### src/rtl/alu_pkg.sv
// Shared opcode map, default width and stage-2 payload layout for the pipelined ALU.
package alu_pkg;

   localparam int DEFAULT_WIDTH = 8;

   localparam logic [3:0] OP_ADD         = 4'd0;
   localparam logic [3:0] OP_SUB         = 4'd1;
   localparam logic [3:0] OP_SHL         = 4'd2;
   localparam logic [3:0] OP_SHR         = 4'd3;
   localparam logic [3:0] OP_ROL         = 4'd4;
   localparam logic [3:0] OP_ROR         = 4'd5;
   localparam logic [3:0] OP_AND         = 4'd6;
   localparam logic [3:0] OP_OR          = 4'd7;
   localparam logic [3:0] OP_NOT         = 4'd8;
   localparam logic [3:0] OP_NAND        = 4'd9;
   localparam logic [3:0] OP_XOR         = 4'd10;
   localparam logic [3:0] OP_XNOR        = 4'd11;
   localparam logic [3:0] OP_NOR         = 4'd12;
   localparam logic [3:0] OP_ILLEGAL_MIN = 4'd13;

   typedef struct packed {
      logic [DEFAULT_WIDTH-1:0] results;
      logic                     carry_out;
      logic                     illegal;
   } alu_result_t;

endpackage

### src/rtl/alu_pipe_if.sv
// Request/response handshake bundle between an ALU client (master) and alu_pipe (slave).
interface alu_pipe_if #(
   parameter int WIDTH = 8,
   parameter int CNT_W = 16
);
   logic             in_valid;
   logic             in_ready;
   logic [WIDTH-1:0] A;
   logic [WIDTH-1:0] B;
   logic [3:0]       sel;
   logic             carry_in;
   logic             out_valid;
   logic             out_ready;
   logic [WIDTH-1:0] results;
   logic             carry_out;
   logic             illegal;
   logic [CNT_W-1:0] op_count;
   logic             illegal_seen;

   modport master (
      output in_valid, A, B, sel, carry_in, out_ready,
      input  in_ready, out_valid, results, carry_out, illegal, op_count, illegal_seen
   );

   modport slave (
      input  in_valid, A, B, sel, carry_in, out_ready,
      output in_ready, out_valid, results, carry_out, illegal, op_count, illegal_seen
   );
endinterface

### src/rtl/alu_core.sv
// Purely combinational ALU datapath: operands and opcode in, stage-2 payload out.
module alu_core
   import alu_pkg::*;
(
   input  logic [DEFAULT_WIDTH-1:0] a,
   input  logic [DEFAULT_WIDTH-1:0] b,
   input  logic [3:0]               sel,
   input  logic                     carry_in,
   output alu_result_t              res
);
   localparam int W = DEFAULT_WIDTH;

   logic [2:0] n;
   logic [W:0] wide;

   assign n = b[2:0];

   always_comb begin
      res  = '0;
      wide = '0;
      case (sel)
         OP_ADD: begin
            wide          = {1'b0, a} + {1'b0, b} + {{W{1'b0}}, carry_in};
            res.results   = wide[W-1:0];
            res.carry_out = wide[W];
         end
         OP_SUB: begin
            // The extra top bit of the difference is the borrow.
            wide          = {1'b0, a} - {1'b0, b} - {{W{1'b0}}, carry_in};
            res.results   = wide[W-1:0];
            res.carry_out = wide[W];
         end
         OP_SHL: begin
            wide          = {1'b0, a} << n;
            res.results   = wide[W-1:0];
            res.carry_out = wide[W];
         end
         OP_SHR: begin
            wide          = {a, 1'b0} >> n;
            res.results   = wide[W:1];
            res.carry_out = wide[0];
         end
         OP_ROL:  res.results = (a << n) | (a >> (W - int'(n)));
         OP_ROR:  res.results = (a >> n) | (a << (W - int'(n)));
         OP_AND:  res.results = a & b;
         OP_OR:   res.results = a | b;
         OP_NOT:  res.results = ~a;
         OP_NAND: res.results = ~(a & b);
         OP_XOR:  res.results = a ^ b;
         OP_XNOR: res.results = ~(a ^ b);
         OP_NOR:  res.results = ~(a | b);
         default: res.illegal = 1'b1;
      endcase
   end
endmodule

### src/rtl/alu_pipe.sv
// Two-stage valid/ready ALU pipeline with a delivered-op counter and sticky illegal flag.
module alu_pipe
   import alu_pkg::*;
#(
   parameter int WIDTH = DEFAULT_WIDTH,
   parameter int CNT_W = 16
)(
   input  logic     clk,
   input  logic     rst_n,
   alu_pipe_if.slave bus
);
   logic             s1_valid_reg;
   logic [WIDTH-1:0] s1_a_reg;
   logic [WIDTH-1:0] s1_b_reg;
   logic [3:0]       s1_sel_reg;
   logic             s1_cin_reg;
   logic             s2_valid_reg;
   alu_result_t      s2_res_reg;
   alu_result_t      core_res;
   logic [CNT_W-1:0] op_count_reg;
   logic             illegal_seen_reg;

   logic s1_advance;
   logic s2_advance;
   logic deliver;

   // No skid buffer: in_ready depends combinationally on out_ready.
   assign s2_advance = !s2_valid_reg || bus.out_ready;
   assign s1_advance = !s1_valid_reg || s2_advance;
   assign deliver    = s2_valid_reg && bus.out_ready;

   alu_core u_core (
      .a        (s1_a_reg),
      .b        (s1_b_reg),
      .sel      (s1_sel_reg),
      .carry_in (s1_cin_reg),
      .res      (core_res)
   );

   always_ff @(posedge clk or negedge rst_n) begin
      if (!rst_n) begin
         s1_valid_reg     <= 1'b0;
         s1_a_reg         <= '0;
         s1_b_reg         <= '0;
         s1_sel_reg       <= '0;
         s1_cin_reg       <= 1'b0;
         s2_valid_reg     <= 1'b0;
         s2_res_reg       <= '0;
         op_count_reg     <= '0;
         illegal_seen_reg <= 1'b0;
      end else begin
         if (s1_advance) begin
            s1_valid_reg <= bus.in_valid;
            if (bus.in_valid) begin
               s1_a_reg   <= bus.A;
               s1_b_reg   <= bus.B;
               s1_sel_reg <= bus.sel;
               s1_cin_reg <= bus.carry_in;
            end
         end
         if (s2_advance) begin
            s2_valid_reg <= s1_valid_reg;
            if (s1_valid_reg) begin
               s2_res_reg <= core_res;
            end
         end
         if (deliver) begin
            op_count_reg <= op_count_reg + 1'b1;
            if (s2_res_reg.illegal) begin
               illegal_seen_reg <= 1'b1;
            end
         end
      end
   end

   assign bus.in_ready     = s1_advance;
   assign bus.out_valid    = s2_valid_reg;
   assign bus.results      = s2_res_reg.results;
   assign bus.carry_out    = s2_res_reg.carry_out;
   assign bus.illegal      = s2_res_reg.illegal;
   assign bus.op_count     = op_count_reg;
   assign bus.illegal_seen = illegal_seen_reg;
endmodule

### src/flat_wrapper.sv
// flat-port wrapper written by rule: the top's interface ports become plain ports
module alu_pipe_flat import alu_pkg::*;
#(
   parameter int WIDTH = DEFAULT_WIDTH,
   parameter int CNT_W = 16
)
  (clk, rst_n, bus_in_valid, bus_A, bus_B, bus_sel, bus_carry_in, bus_out_ready, bus_in_ready, bus_out_valid, bus_results, bus_carry_out, bus_illegal, bus_op_count, bus_illegal_seen);
  alu_pipe_if #(.WIDTH(WIDTH), .CNT_W(CNT_W)) bus_i ();
  input  logic clk;
  input  logic rst_n;
  input wire logic [$bits(bus_i.in_valid)-1:0] bus_in_valid;
  input wire logic [$bits(bus_i.A)-1:0] bus_A;
  input wire logic [$bits(bus_i.B)-1:0] bus_B;
  input wire logic [$bits(bus_i.sel)-1:0] bus_sel;
  input wire logic [$bits(bus_i.carry_in)-1:0] bus_carry_in;
  input wire logic [$bits(bus_i.out_ready)-1:0] bus_out_ready;
  output wire logic [$bits(bus_i.in_ready)-1:0] bus_in_ready;
  output wire logic [$bits(bus_i.out_valid)-1:0] bus_out_valid;
  output wire logic [$bits(bus_i.results)-1:0] bus_results;
  output wire logic [$bits(bus_i.carry_out)-1:0] bus_carry_out;
  output wire logic [$bits(bus_i.illegal)-1:0] bus_illegal;
  output wire logic [$bits(bus_i.op_count)-1:0] bus_op_count;
  output wire logic [$bits(bus_i.illegal_seen)-1:0] bus_illegal_seen;
  assign bus_i.in_valid = bus_in_valid;
  assign bus_i.A = bus_A;
  assign bus_i.B = bus_B;
  assign bus_i.sel = bus_sel;
  assign bus_i.carry_in = bus_carry_in;
  assign bus_i.out_ready = bus_out_ready;
  assign bus_in_ready = bus_i.in_ready;
  assign bus_out_valid = bus_i.out_valid;
  assign bus_results = bus_i.results;
  assign bus_carry_out = bus_i.carry_out;
  assign bus_illegal = bus_i.illegal;
  assign bus_op_count = bus_i.op_count;
  assign bus_illegal_seen = bus_i.illegal_seen;
  alu_pipe #(.WIDTH(WIDTH), .CNT_W(CNT_W)) u_core (.clk(clk), .rst_n(rst_n), .bus(bus_i));
endmodule
### config.mk
export PLATFORM = sky130hd
export DESIGN_NAME = alu_pipe_flat
export DESIGN_NICKNAME = d
export VERILOG_FILES = /design/src/rtl/alu_pkg.sv /design/src/rtl/alu_pipe_if.sv /design/src/rtl/alu_core.sv /design/src/rtl/alu_pipe.sv /design/src/flat_wrapper.sv
export SDC_FILE = /design/constraint.sdc
export NUM_CORES = 1
export LEC_CHECK = 0
export ABC_AREA = 1
export ABC_CLOCK_PERIOD_IN_PS = 4200
export BUFFER_PORTS_ARGS = -buffer_cell sky130_fd_sc_hd__buf_2
export CAP_MARGIN = 5
export CORE_UTILIZATION = 40
export CTS_CLUSTER_DIAMETER = 120
export DETAILED_ROUTE_END_ITERATION = 10
export SYNTH_ARGS = -nofsm -noshare
export SYNTH_HDL_FRONTEND = slang
export SYNTH_HIERARCHICAL = 1
export SYNTH_SLANG_ARGS = --single-unit
### constraint.sdc
create_clock -name clk -period 4.2 [get_ports clk]
set_input_delay 0.42 -clock clk [delete_from_list [all_inputs] [get_ports clk]]
set_output_delay 0.42 -clock clk [all_outputs]
set_load 0.05 [all_outputs]
==> results of run 1 <==
==> kinds of logic after synthesis <==
group	Yosys count	synth area share, %
xor+xnor	11	1.900
mux	9	2.517
flops	50	24.67
compound gates	61	6.513
fa+ha+maj	37	9.721
buf+inv	120	9.696
simple gates	526	44.98
==> worst max path at each step <==
stage / to / startpoint / slack, ns / depth (start not counted)
floorplan: u_core/bus.results[2]$_DFFE_PN0P_ / u_core/s1_b_reg[0]$_DFFE_PN0P_ / 1.76 / 13
global placement: u_core/bus.carry_out$_DFFE_PN0P_ / u_core/s1_b_reg[0]$_DFFE_PN0P_ / 1.03 / 10
detailed placement: u_core/bus.carry_out$_DFFE_PN0P_ / u_core/s1_b_reg[0]$_DFFE_PN0P_ / 0.99 / 10
CTS: u_core/bus.carry_out$_DFFE_PN0P_ / u_core/s1_b_reg[0]$_DFFE_PN0P_ / 0.97 / 10
global route: u_core/bus.results[2]$_DFFE_PN0P_ / u_core/s1_b_reg[0]$_DFFE_PN0P_ / 0.66 / 12
finish: u_core/bus.results[2]$_DFFE_PN0P_ / u_core/s1_b_reg[0]$_DFFE_PN0P_ / 0.95 / 12
==> through the flow <==
stage / util, % / hold slack, ns / worst slack [ns] / area (sq um)
3_3_place_gp: 45.03 / 0.4593 / 1.035 / 5477
3_5_place_dp: 45.03 / 0.4679 / 0.9943 / 5477
4_1_cts: 46.30 / 0.2531 / 0.9690 / 5630
6_report: 46.30 / 0.2165 / 0.9478 / 5630
2_1_floorplan: - / 0.1244 / 1.759 / 5071
5_1_grt: 46.30 / 0.2841 / 0.6571 / 5630
==> metal layers <==
layer | share of wire [%] | up-vias | GRT usage (%) | routed length [microns]
met5 | 0 | - | 0 | 0
li1 | - | 2689 | - | -
met3 | 7.5 | 33 | 4.235 | 1322
met2 | 44 | 218 | 43.76 | 7723
met1 | 45 | 2494 | 39.46 | 8032
met4 | 3.5 | 0 | 11.86 | 618
==> placed cells by master (no fill, tap or decap), drive strengths merged, types with 3 or more instances in the layout <==
master  Yosys  routed
xor2        7       7
fa          4       4
o21bai      3       3
nor2       85      85
nand3     114     114
mux2        9       9
nand2     297     297
o211ai      3       3
o21ai      33      33
nand4      18      18
clkbuf      3       5
inv       101     102
nor3        7       7
a21oi      17      17
dfrtp      50      50
ha         33      33
buf        16      58
xnor2       4       4
==> report_power, final <==
group	switching, mW	internal, mW	total (mW)
clock network	0.212	0.228	0.440
registers	0.132	0.587	0.719
logic	1.13	0.488	1.62
==> cell type report <==
class | instances | area (sq um)
fill | 1335 | 6531
tap | 168 | 210.2
inverter | 101 | 384.1
timing repair buffer | 58 | 302.8
clock inverter | 3 | 28.78
multi-input combinational | 644 | 3328
sequential | 50 | 1251
clock buffer | 5 | 125.1
==> flow_summary.json, run 1 <==
{
  "outcome": "complete, no violations",
  "cts_tree": "yes",
  "post-synth-top-count-cell": "nand2_1",
  "period_share_pct": 77.43,
  "synthToLayoutAreaGrowth_pct": 11.03,
  "critical_path_peak_fanout": 15,
  "synth_edf_count": 0,
  "crit_required_ns": 4.39,
  "critPathBufInv": 2,
  "reg2reg_slack_ns": 0.95,
  "syn_nets": 876,
  "grt.total_usage_pct": 28.37,
  "dieArea_sq_um": 13130,
  "vias": 5434,
  "yosys-top-cells-count": "nand2_1 (289), nand3_1 (111), inv_1 (96)",
  "grt_pass1_vias": 5068,
  "h-tree-depth": 2,
  "wl_mm": 17.70,
  "place.gp.congestion": 0.9997,
  "worstReg2RegEnd": "u_core/bus.results[2]$_DFFE_PN0P_",
  "critPathKind": "register to register",
  "drc": 0,
  "drv_slew": 0,
  "fin_total_pwr_mw": 2.778,
  "layout_min_cycle_time_ns": 3.252,
  "nets": 922,
  "cp.arrival_ns": 3.45,
  "die_x_microns": 114.6,
  "synth_area_sq_um": 5071,
  "cpMostUsedCell": "nand2_1",
  "power_leakage_nw": 3.103,
  "cts_made_buffers": 5,
  "core_area_sq_um": 12160,
  "synth.top_cell.area_share_pct": 24.67,
  "start_util_pct": 41.70,
  "cp-end-kind": "register",
  "synth_cell_types": 39,
  "fmax_ghz": 0.3075,
  "ys_warn_count": 6,
  "numPortBuffers": 53,
  "critical-path-top-delay-family": "adder cells",
  "rows": 40,
  "reg2reg_depth": 12,
  "synthArstFlopShare_pct": 100.0,
  "drtIter0Drc": 481,
  "hold_buffers": 0,
  "worst_pin_slew_ns": 0.7169,
  "root_buffer": "clkbuf_16",
  "slowest_delay_ns": 0.62,
  "grt-ovfl-total": 0,
  "vias_per_cell": 5.281,
  "ys_ff_latch": 50,
  "powerDensity_nw_per_um2": 493.3,
  "die_y_microns": 114.6,
  "start_kind": "register",
  "avgRoutedWirePerCell_microns": 17.20,
  "cts_resized": 0,
  "largest_reg_flops": 16,
  "finalHoldViolCount": 0,
  "yosysSeqAreaShare_pct": 24.67,
  "fin_worst_skew_ns": 0.007326,
  "clk_latency_ns": 0.30,
  "relSlewSlack_pct": 52.09,
  "dr.pass1.iters": 5,
  "rsz0062_at_grt": "false",
  "ios": 54,
  "synth_ff_type": "dfrtp_1",
  "n_antenna_cell": 0,
  "synthTopCellsByArea": "dfrtp_1 (25%), nand2_1 (21%), nand3_1 (11%), ha_1 (8.1%), inv_1 (7.1%)",
  "antenna_found_initial": 0,
  "cap_viol_max_count": 0,
  "postCtsSetupBuffers": 0,
  "hold_path.class": "input port to async pin",
  "tns_ns": 0,
  "grt_start_max_net_pins": 51,
  "cts_sinks": 50,
  "setup_violations": 0,
  "r2r-start": "u_core/s1_b_reg[0]$_DFFE_PN0P_",
  "crit_slowest_cell": "dfrtp_1",
  "yosysTopAreaCell": "dfrtp_1",
  "cts.path.max_buffers": 2,
  "hpwlAfterDp_mm": 14.17,
  "drt.antenna.violating_nets": 0,
  "clkTransAtPathRegs_ns": 0.08,
  "dp_cells": 1021,
  "grt_pass1_wl_mm": 27.88,
  "layout-drive-gt1-share_pct": 11.61,
  "path_cells": "inv_1 -> fa_1 -> fa_1 -> nand2_1 -> inv_1 -> o21ai_0 -> nand2_1 -> nor2_1 -> nand3_1 -> nor3_1 -> nand2_1 -> mux2_4",
  "synth_cells": 814,
  "ir_worst_vdd_uv": 230.8,
  "avgSynthCellArea_sq_um": 6.230,
  "stdcell_count": 1029
}
No activity file was read; power rests on OpenSTA's default activity.
==> run 2, diff against run 1 <==
--- a/config.mk
+++ b/config.mk
@@ -6,7 +6,7 @@
 export NUM_CORES = 1
 export LEC_CHECK = 0
 export ABC_AREA = 1
-export ABC_CLOCK_PERIOD_IN_PS = 4200
+export ABC_CLOCK_PERIOD_IN_PS = 3000
 export BUFFER_PORTS_ARGS = -buffer_cell sky130_fd_sc_hd__buf_2
 export CAP_MARGIN = 5
 export CORE_UTILIZATION = 40
==> constraint.sdc (replaced) <==
create_clock -name clk -period 3 [get_ports clk]
set_input_delay 0.3 -clock clk [delete_from_list [all_inputs] [get_ports clk]]
set_output_delay 0.3 -clock clk [all_outputs]
set_load 0.05 [all_outputs]
==> run 2 against run 1 <==
  * Count of clock-buffer cells in the layout increased by 1
  * Critical path type unchanged
  * Routed wire length is 2.8% higher
  * Design area up 2.3%
  * Register-to-register slack got worse by 0.63 ns
  * Highest routed layer unchanged
  * Sequential power grew 38%
  * Critical endpoint is now u_core/bus.carry_out$_DFFE_PN0P_
  * Via count increased by 3.0%
  * Global-route usage rose by 0.48 points
  * Worst setup slack lost 0.63 ns
  * Clock power rose by 60%
  * Worst hold slack worse by 0.11 ns
  * Die area stayed put
  * Combinational power increased by 46%
==> flow_summary.json, run 2 (same netlist as run 1, synthesis figures left out) <==
{
  "outcome": "complete, no violations",
  "critPathBufInv": 2,
  "hpwlAfterDp_mm": 14.36,
  "fin_worst_skew_ns": 0.01061,
  "cp.arrival_ns": 2.88,
  "ios": 54,
  "path_cells": "inv_1 -> ha_1 -> ha_1 -> inv_1 -> o21ai_0 -> nand4_1 -> nand2_1 -> nand2_1 -> nand3_1 -> nand3_1 -> mux2_2",
  "dr.pass1.iters": 5,
  "grt-ovfl-total": 0,
  "vias": 5596,
  "fmax_ghz": 0.3730,
  "finalHoldViolCount": 0,
  "critical-path-top-delay-family": "adder cells",
  "layout-drive-gt1-share_pct": 13.03,
  "worst_pin_slew_ns": 0.8512,
  "grt_pass1_vias": 5102,
  "cts_tree": "yes",
  "rsz0062_at_grt": "false",
  "period_share_pct": 89.36,
  "cp-end-kind": "register",
  "hold_buffers": 0,
  "root_buffer": "clkbuf_16",
  "hold_path.class": "input port to async pin",
  "num-fill-cells": 1295,
  "drc": 0,
  "ir_worst_vdd_uv": 432.7,
  "cts_made_buffers": 5,
  "critPathKind": "register to register",
  "reg2reg_slack_ns": 0.32,
  "place.gp.congestion": 0.9911,
  "cap_viol_max_count": 0,
  "grt_pass1_wl_mm": 28.17,
  "n_antenna_cell": 0,
  "slowest_delay_ns": 0.60,
  "clkTransAtPathRegs_ns": 0.08,
  "die_y_microns": 114.6,
  "drtIter0Drc": 544,
  "numPortBuffers": 53,
  "crit_required_ns": 3.20,
  "grt.total_usage_pct": 28.85,
  "cts_sinks": 50,
  "avgRoutedWirePerCell_microns": 17.44,
  "final_common_cell": "nand2_1",
  "hold-worst-slack_ns": 0.1018,
  "drt.antenna.violating_nets": 0,
  "start_kind": "register",
  "cts_resized": 0,
  "cts.path.max_buffers": 2,
  "layout_min_cycle_time_ns": 2.681,
  "nets": 936,
  "fin_util_pct": 47.36,
  "final_cell_mix": "nand2_1 (289), nand3_1 (111), inv_1 (96)",
  "clk_latency_ns": 0.31,
  "start_util_pct": 41.70,
  "grt_start_max_net_pins": 37,
  "h-tree-depth": 2,
  "power_leakage_nw": 3.182,
  "drv_slew": 0,
  "largest_reg_flops": 16,
  "postCtsSetupBuffers": 0,
  "relSlewSlack_pct": 43.25,
  "crit_slowest_cell": "dfrtp_1",
  "dieArea_sq_um": 13130,
  "tns_ns": 0,
  "vias_per_cell": 5.365,
  "synthToLayoutAreaGrowth_pct": 13.57,
  "setup_violations": 0,
  "antenna_found_initial": 0,
  "die_x_microns": 114.6,
  "core_area_sq_um": 12160,
  "rows": 40,
  "powerDensity_nw_per_um2": 705.6,
  "wl_mm": 18.19,
  "critical_path_peak_fanout": 7
}
[run 2: changes by cell type in the layout (fill, tap and decap cells not counted)]
cell,previous run,this run
clkbuf_8,0,1
inv_8,1,0
inv_6,1,2
clkinv_4,2,0
buf_4,5,19
bufinv_16,0,1
[run 2: routing by layer]
| metal | vias up | GRT usage (%) | part of all wire, % |
|---|---|---|---|
| li1 | 2719 | - | - |
| met4 | 0 | 9.697 | 2.4 |
| met5 | - | 0 | 0 |
| met3 | 26 | 5.082 | 8.3 |
| met2 | 252 | 43.64 | 43 |
| met1 | 2599 | 41.26 | 46 |
[run 2: final timing paths]
check / endpoint / cells after the start / startpoint
max: u_core/bus.carry_out$_DFFE_PN0P_ / 11 / u_core/s1_a_reg[3]$_DFFE_PN0P_
min: u_core/s1_valid_reg$_DFFE_PN0P_ / 1 / rst_n
max reg2reg: u_core/bus.carry_out$_DFFE_PN0P_ / 11 / u_core/s1_a_reg[3]$_DFFE_PN0P_
min reg2reg: u_core/bus.op_count[15]$_DFFE_PN0P_ / 2 / u_core/bus.op_count[15]$_DFFE_PN0P_
max in group asynchronous: u_core/bus.results[6]$_DFFE_PN0P_ / 2 / rst_n
min in group clk: u_core/s1_sel_reg[3]$_DFFE_PN0P_ / 3 / bus_sel[3]
[run 2: area by class of cell]
type                       count  area (sq um)  area share [%]
timing repair buffer          72         407.9           7.082
clock inverter                 2         38.79          0.6735
inverter                     101         384.1           6.670
tap                          168         210.2           3.650
clock buffer                   6         138.9           2.411
sequential                    50          1251           21.72
multi-input combinational    644          3328           57.79
[run 2: per-stage QoR]
stage | instances | area, sq um | setup WS, ns | power, mW
after floorplan | 814 | 5071 | 0.5593 | 2.649
after global placement | 1035 | 5582 | 0.3591 | 3.317
after detailed placement | 1035 | 5582 | 0.3846 | 3.326
after CTS | 1043 | 5759 | 0.3817 | 4.046
after global routing | 1043 | 5759 | 0.1201 | 4.345
final | 1043 | 5759 | 0.3192 | 4.064
[run 2: worst register-to-register path: stages (launching register included)]
cell	delay, ns
dfrtp_1	0.60
inv_1	0.13
ha_1	0.35
ha_1	0.36
inv_1	0.09
o21ai_0	0.30
nand4_1	0.17
nand2_1	0.11
nand2_1	0.05
nand3_1	0.07
nand3_1	0.08
mux2_2	0.27
[run 2: power by group]
part | switching (mW) | total, mW | internal (mW) | leakage, nW
clock network | 0.283 | 0.704 | 0.420 | 0.0875
registers | 0.171 | 0.993 | 0.822 | 0.603
logic | 1.64 | 2.37 | 0.726 | 2.49
